==> src/rtl/demux_pkg.sv <==
// Shared types for the 1-to-3 packet-locked stream demultiplexer.
// Holds the FSM state encoding, the route type and the select decode.
package demux_pkg;

  typedef enum logic {
    IDLE = 1'b0,
    BUSY = 1'b1
  } state_t;

  typedef logic [1:0] route_t;

  localparam route_t OUT0 = 2'd0;
  localparam route_t OUT1 = 2'd1;
  localparam route_t OUT2 = 2'd2;

  // s1 wins: any select with bit 1 set goes to output 2.
  function automatic route_t sel_decode(input logic [1:0] sel);
    if (sel[1]) begin
      return OUT2;
    end else if (sel[0]) begin
      return OUT1;
    end else begin
      return OUT0;
    end
  endfunction

endpackage

==> src/rtl/out_slot.sv <==
// One-entry output register slice with a delivered-beat counter.
// can_load is high when the slot is empty or is handing off its beat this cycle.
module out_slot #(
  parameter int WIDTH = 8,
  parameter int CNT_W = 8
) (
  input  logic             clk,
  input  logic             rst,
  input  logic             load,
  input  logic [WIDTH-1:0] load_data,
  output logic [WIDTH-1:0] data,
  output logic             valid,
  input  logic             ready,
  output logic [CNT_W-1:0] cnt,
  output logic             can_load
);

  logic [WIDTH-1:0] r_data;
  logic             r_valid;
  logic [CNT_W-1:0] r_cnt;
  logic             w_drain;

  assign w_drain  = r_valid && ready;
  assign can_load = !r_valid || ready;

  always_ff @(posedge clk or posedge rst) begin
    if (rst) begin
      r_data  <= '0;
      r_valid <= 1'b0;
      r_cnt   <= '0;
    end else begin
      // A load on the same edge as a drain replaces the beat and keeps valid.
      if (load) begin
        r_data  <= load_data;
        r_valid <= 1'b1;
      end else if (w_drain) begin
        r_valid <= 1'b0;
      end
      if (w_drain) begin
        r_cnt <= r_cnt + CNT_W'(1);
      end
    end
  end

  assign data  = r_data;
  assign valid = r_valid;
  assign cnt   = r_cnt;

endmodule

==> src/rtl/demux1x3_router.sv <==
// Registered 1-to-3 stream demultiplexer: the first beat's select picks the
// output and that route is locked until the packet's last beat is accepted.
module demux1x3_router
  import demux_pkg::*;
#(
  parameter int WIDTH = 8,
  parameter int CNT_W = 8
) (
  input  logic             clk,
  input  logic             rst,
  input  logic [WIDTH-1:0] in_data,
  input  logic [1:0]       in_sel,
  input  logic             in_last,
  input  logic             in_valid,
  output logic             in_ready,
  output logic [WIDTH-1:0] out0_data,
  output logic [WIDTH-1:0] out1_data,
  output logic [WIDTH-1:0] out2_data,
  output logic             out0_valid,
  output logic             out1_valid,
  output logic             out2_valid,
  input  logic             out0_ready,
  input  logic             out1_ready,
  input  logic             out2_ready,
  output logic [CNT_W-1:0] cnt0,
  output logic [CNT_W-1:0] cnt1,
  output logic [CNT_W-1:0] cnt2,
  output state_t           o_dbg_state
);

  // Handshake: a beat moves on any edge where valid && ready; ready never
  // depends on the same interface's valid, so there is no combinational loop.

  state_t r_state, w_next_state;
  route_t r_lock, w_lock_next;
  route_t w_target;
  logic   w_tgt_can, w_accept;
  logic   w_can0, w_can1, w_can2;
  logic   w_load0, w_load1, w_load2;

  assign w_target = (r_state == IDLE) ? sel_decode(in_sel) : r_lock;

  always_comb begin
    w_tgt_can = 1'b0;
    case (w_target)
      OUT0:    w_tgt_can = w_can0;
      OUT1:    w_tgt_can = w_can1;
      OUT2:    w_tgt_can = w_can2;
      default: w_tgt_can = 1'b0;
    endcase
  end

  assign in_ready = !rst && w_tgt_can;
  assign w_accept = in_valid && in_ready;
  assign w_load0  = w_accept && (w_target == OUT0);
  assign w_load1  = w_accept && (w_target == OUT1);
  assign w_load2  = w_accept && (w_target == OUT2);

  always_comb begin
    w_next_state = r_state;
    w_lock_next  = r_lock;
    case (r_state)
      IDLE: begin
        if (w_accept && !in_last) begin
          w_next_state = BUSY;
          w_lock_next  = w_target;
        end
      end
      BUSY: begin
        if (w_accept && in_last) begin
          w_next_state = IDLE;
        end
      end
      default: w_next_state = IDLE;
    endcase
  end

  always_ff @(posedge clk or posedge rst) begin
    if (rst) begin
      r_state <= IDLE;
      r_lock  <= OUT0;
    end else begin
      r_state <= w_next_state;
      r_lock  <= w_lock_next;
    end
  end

  assign o_dbg_state = r_state;

  out_slot #(.WIDTH(WIDTH), .CNT_W(CNT_W)) u_slot0 (
    .clk(clk), .rst(rst), .load(w_load0), .load_data(in_data),
    .data(out0_data), .valid(out0_valid), .ready(out0_ready),
    .cnt(cnt0), .can_load(w_can0)
  );

  out_slot #(.WIDTH(WIDTH), .CNT_W(CNT_W)) u_slot1 (
    .clk(clk), .rst(rst), .load(w_load1), .load_data(in_data),
    .data(out1_data), .valid(out1_valid), .ready(out1_ready),
    .cnt(cnt1), .can_load(w_can1)
  );

  out_slot #(.WIDTH(WIDTH), .CNT_W(CNT_W)) u_slot2 (
    .clk(clk), .rst(rst), .load(w_load2), .load_data(in_data),
    .data(out2_data), .valid(out2_valid), .ready(out2_ready),
    .cnt(cnt2), .can_load(w_can2)
  );

endmodule

==> config.mk <==
export PLATFORM = sky130hd
export DESIGN_NAME = demux1x3_router
export DESIGN_NICKNAME = d
export VERILOG_FILES = /design/src/rtl/demux_pkg.sv /design/src/rtl/out_slot.sv /design/src/rtl/demux1x3_router.sv
export SDC_FILE = /design/constraint.sdc
export NUM_CORES = 1
export LEC_CHECK = 0
export CORE_UTILIZATION = 40
export DETAILED_ROUTE_END_ITERATION = 8
export PLACE_DENSITY_LB_ADDON = 0.08
export SETUP_SLACK_MARGIN = 0.02
export SYNTH_ARGS = -nofsm -noshare
export SYNTH_HDL_FRONTEND = slang
export SYNTH_HIERARCHICAL = 1
export SYNTH_SLANG_ARGS = --single-unit
==> constraint.sdc <==
create_clock -name clk -period 3.9 [get_ports clk]
set_clock_uncertainty 0.2 [all_clocks]
set_input_delay 0.78 -clock clk [delete_from_list [all_inputs] [get_ports clk]]
set_output_delay 0.78 -clock clk [all_outputs]
set_load 0.05 [all_outputs]
==> results of run 1 <==
-- per-stage QoR --
| stage | setup WS, ps | utilization (%) | hold slack (ps) | instance area [sq um] |
|---|---|---|---|---|
| floorplan | 813.3 | - | 333.6 | 2437 |
| global placement | 510.1 | 54.27 | 259.3 | 3194 |
| detailed placement | 479.9 | 54.27 | 262.2 | 3194 |
| CTS | 471.5 | 55.89 | 284.4 | 3289 |
| global route | 398.6 | 55.89 | 304.6 | 3289 |
| finish | 493.0 | 55.89 | 277.2 | 3289 |
-- worst min-delay path by stage --
stage | from | endpoint | slack, ps | depth (start not counted)
floorplan | rst | async pin | 330 | 1
detailed placement | u_slot2/cnt[7] | u_slot2/cnt[7] | 260 | 1
CTS | u_slot1/cnt[7] | u_slot1/cnt[7] | 280 | 1
finish | u_slot2/cnt[7] | u_slot2/cnt[7] | 280 | 1
global placement | u_slot0/cnt[7] | u_slot0/cnt[7] | 260 | 1
global route | u_slot1/cnt[7] | u_slot1/cnt[7] | 300 | 1
-- area by class of cell --
| class | count | area [sq um] |
|---|---|---|
| Clock inverter | 2 | 12.51 |
| Multi-Input combinational cell | 117 | 1003 |
| Clock buffer | 6 | 82.58 |
| Fill cell | 521 | 2596 |
| Sequential cell | 54 | 1351 |
| Inverter | 6 | 22.52 |
| Timing Repair Buffer | 72 | 723.2 |
| Tap cell | 75 | 93.84 |
-- power by group --
group	internal, mW	total (mW)	switching (mW)
clock network	0.143	0.320	0.176
registers	0.760	0.934	0.174
logic	0.587	1.54	0.956
-- per-layer routing --
layer  wire, um  part of all wire, %  up-vias
met4         56                  1.2        0
met2       2287                   48       41
met3        256                  5.4        4
met1       2177                   46      831
met5          0                    0        -
li1           -                    -      776
-- registers in the layout, summed over array words and instances, names as in the netlist, named ones only --
signal and count:
r_lock 2, u_slot0/cnt 8, u_slot0/data 8, u_slot0/valid 1
u_slot1/cnt 8, u_slot1/data 8, u_slot1/valid 1, u_slot2/cnt 8
u_slot2/data 8, u_slot2/valid 1
-- cell families (layout without fill, tap and decap cells) --
family                   count (synthesis)  after routing
buffers and inverters                   13             86
XOR/XNOR                                21             21
flip-flops                              54             54
AND/OR/NAND/NOR                         55             55
multiplexers                            29             29
adder cells (fa/ha/maj)                  3              3
AO/OA/AOI/OAI                            9              9
-- synthesized netlist by cell type, types with 2 or more instances --
cell type and count:
nand2b_1 4, mux2_4 3, a21oi_1 3, nor3_2 4, or2b_2 3, mux2_1 2, nand4_1 6, nand3_2 3
inv_1 6, nand2_1 11, buf_2 3, xor2_1 9, xnor2_1 12, nand4b_1 2, and2_1 3, dfrtp_1 54
ha_1 3, buf_6 4, mux2_2 24, and3_1 6, nor2_1 7
==> summary.md, run 1 <==
| Metric | Value |
|---|---|
| First-pass GRT wire length | 7921 um |
| Met3 GRT Util | 4.205% |
| Pins Over Slew Limit | 0 |
| Commonest non-fill, non-tap cell in the layout | clkdlybuf4s50_1 |
| Vias in the first global route | approximately 1600 |
| Crit Path Category | primary input to output port |
| Pre-Repair DR Iteration Count | 4 |
| H-tree Lvls | 2 |
| Layout cells sized above 1 | 20.23% |
| Synthesis Warnings | 6 |
| N_diodes | 0 |
| Fin. Hold Viols | 0 |
| Slew @ Worst Pin | 701.8 ps |
| Total GRT Usage | 16.64% |
| Non-Filler Instances | 332 |
| Area Growth Syn to Fin | 34.96% |
| Final ANT Viol Nets | 0 |
| FMAX | 293.5 MHz |
| DRC viols | 0 |
| CTS Root Cell | clkbuf_8 |
| Placed cells | 324 |
| Nets | roughly 280 |
| Row count | 28 |
| CTS Sinks | 54 |
| IO Port Bufs | 69 |
| Min cycle time layout | 3407 ps |
| Worst Setup End Kind | output port |
| Initial Utilization | 41.41% |
| Clock transition at the registers of the reported paths | around 90 ps |
| Bufs and invs on worst path | 2 |
| Die area | 6410 sq um |
| Power per cell area | 850.2 nW/um^2 |
| Top cells by area, synth | dfrtp_1 55%, mux2_2 11%, xnor2_1 4.3%, xor2_1 3.2%, buf_6 1.8% |
| Ports | 70 |
| Drt via density | between 4 and 5 |
| Worst hold path class | flop to flop |
| CORE AREA | 5886 sq um |
| Async set-or-reset flop fraction in the synthesized netlist | 100.0% |
| GPL Wtd Cong | 0.7774 |
| Post-CTS Resized | 0 |
| Longest Clk Path Bufs | 2 |
| Number of CTS-inserted buffers | 5 |
| Seq/Total Area, Yosys | 55.44% |
| Met2 Resource Use GR | 26.92% |
| R2R setup slack | 1570 ps |
| Most Crowded Layer GR | met2 |
| Crit path from | out0_ready |
| CP Cell Sequence | clkdlybuf4s50_1, or2b_2, nor4b_2, nor3_2, a21boi_1, buf_12 |
| Peak supply drop | 0.0004182 V |
| RSZ-0062 raised after global routing | false |
| Postcts setup bufs | 0 |
| TNS Setup | 0 ps |
| Die Y-Extent | 80.06 um |
| Wirelength per Cell | 14.39 um |
| Yosys reg bits | 54 |
| Outcome | complete, no violations |
| Critical Path Slowest Stage Cell | clkdlybuf4s50_1 |
| Most frequent cells in the layout | 68 x clkdlybuf4s50_1, 54 x dfrtp_1, 24 x mux2_2, 12 x xnor2_1, 11 x nand2_1 |
| Post-Synth Simple-Gate Area | 14.94% |
| Rel. slew slack | 53.16% |
| Yosys top cell area share | 55.44% |
| Synth area leader | dfrtp_1 |
| Mean area per synthesized cell | about 13 sq um |
| Synth Net Count | a little over 200 |
| Leak pwr | between 1 and 1.5 nW |
| Largest net degree at the start of global routing | 18 |
| Chip Width | ~80 um |
| Number of synthesized flops with an enable pin | 0 |
| CP arrival | 2430 ps |
| Largest family of logic cells by synthesized area | simple AND/OR/NAND/NOR gates |
| Synthesized area | 2437 sq um |
| Hpwl dp | 3590 um |
| Crit path max fanout | 3 |
| Max-cap viol count | 0 |
| Worst-skew pair later-pin latency | 300 ps |
| Period utilization | 87.36% |
| Req. time, crit path | 2920 ps |
| Via count | 1652 |
| Synth Flop Type | dfrtp_1 |
| Total Power | 2.797 mW |
| Synth cell types | 33 |
| Post-Syn Instances | 184 |
| Synth Area in Compound Gates | under 10% |
| Number of antenna violations at the first check in global routing | 0 |
| Hold_buf cts | 0 |
| Met1 Track Usage GR | 21.82% |
| Post-Synth Adder-Cell Area | 1.540% |
| RR Endpoint | u_slot2/data[2] |
| Finish-stage setup viols | 0 |
| CP Depth | 6 |
| Synth Area in XOR/XNOR | 7.546% |
| Critical path's largest stage delay | 440 ps |
| CTS tree | built |
| Critical Path End | in_ready |
| WL final | 4778 um |
| Critical Path Source Type | primary input |
| FF-to-FF Start | u_slot0/valid |
| GRT Residual Overflow | 0 |
| Mux contribution to synthesized area | 13.86% |
| 1st-iter DRT viols | 73 |
| CP top delay family | simple AND/OR/NAND/NOR gates |
| Worst reg-to-reg path cell count | 7 |
No activity file was read; power rests on OpenSTA's default activity.
==> run 2, diff against run 1 <==
--- a/config.mk
+++ b/config.mk
@@ -6,6 +6,8 @@
 export NUM_CORES = 1
 export LEC_CHECK = 0
 export CORE_UTILIZATION = 40
+export CTS_BUF_LIST = sky130_fd_sc_hd__clkbuf_8 sky130_fd_sc_hd__clkbuf_16
+export CTS_CLUSTER_DIAMETER = 150
 export DETAILED_ROUTE_END_ITERATION = 8
 export PLACE_DENSITY_LB_ADDON = 0.08
 export SETUP_SLACK_MARGIN = 0.02
==> results of run 2 <==
Final layout, timing and power as in run 1 (identical DEF).
==> run 3, diff against run 2 <==
--- a/config.mk
+++ b/config.mk
@@ -5,6 +5,7 @@
 export SDC_FILE = /design/constraint.sdc
 export NUM_CORES = 1
 export LEC_CHECK = 0
+export ABC_CLOCK_PERIOD_IN_PS = 3900
 export CORE_UTILIZATION = 40
 export CTS_BUF_LIST = sky130_fd_sc_hd__clkbuf_8 sky130_fd_sc_hd__clkbuf_16
 export CTS_CLUSTER_DIAMETER = 150
==> results of run 3 <==
Final layout, timing and power as in run 1 (identical DEF).
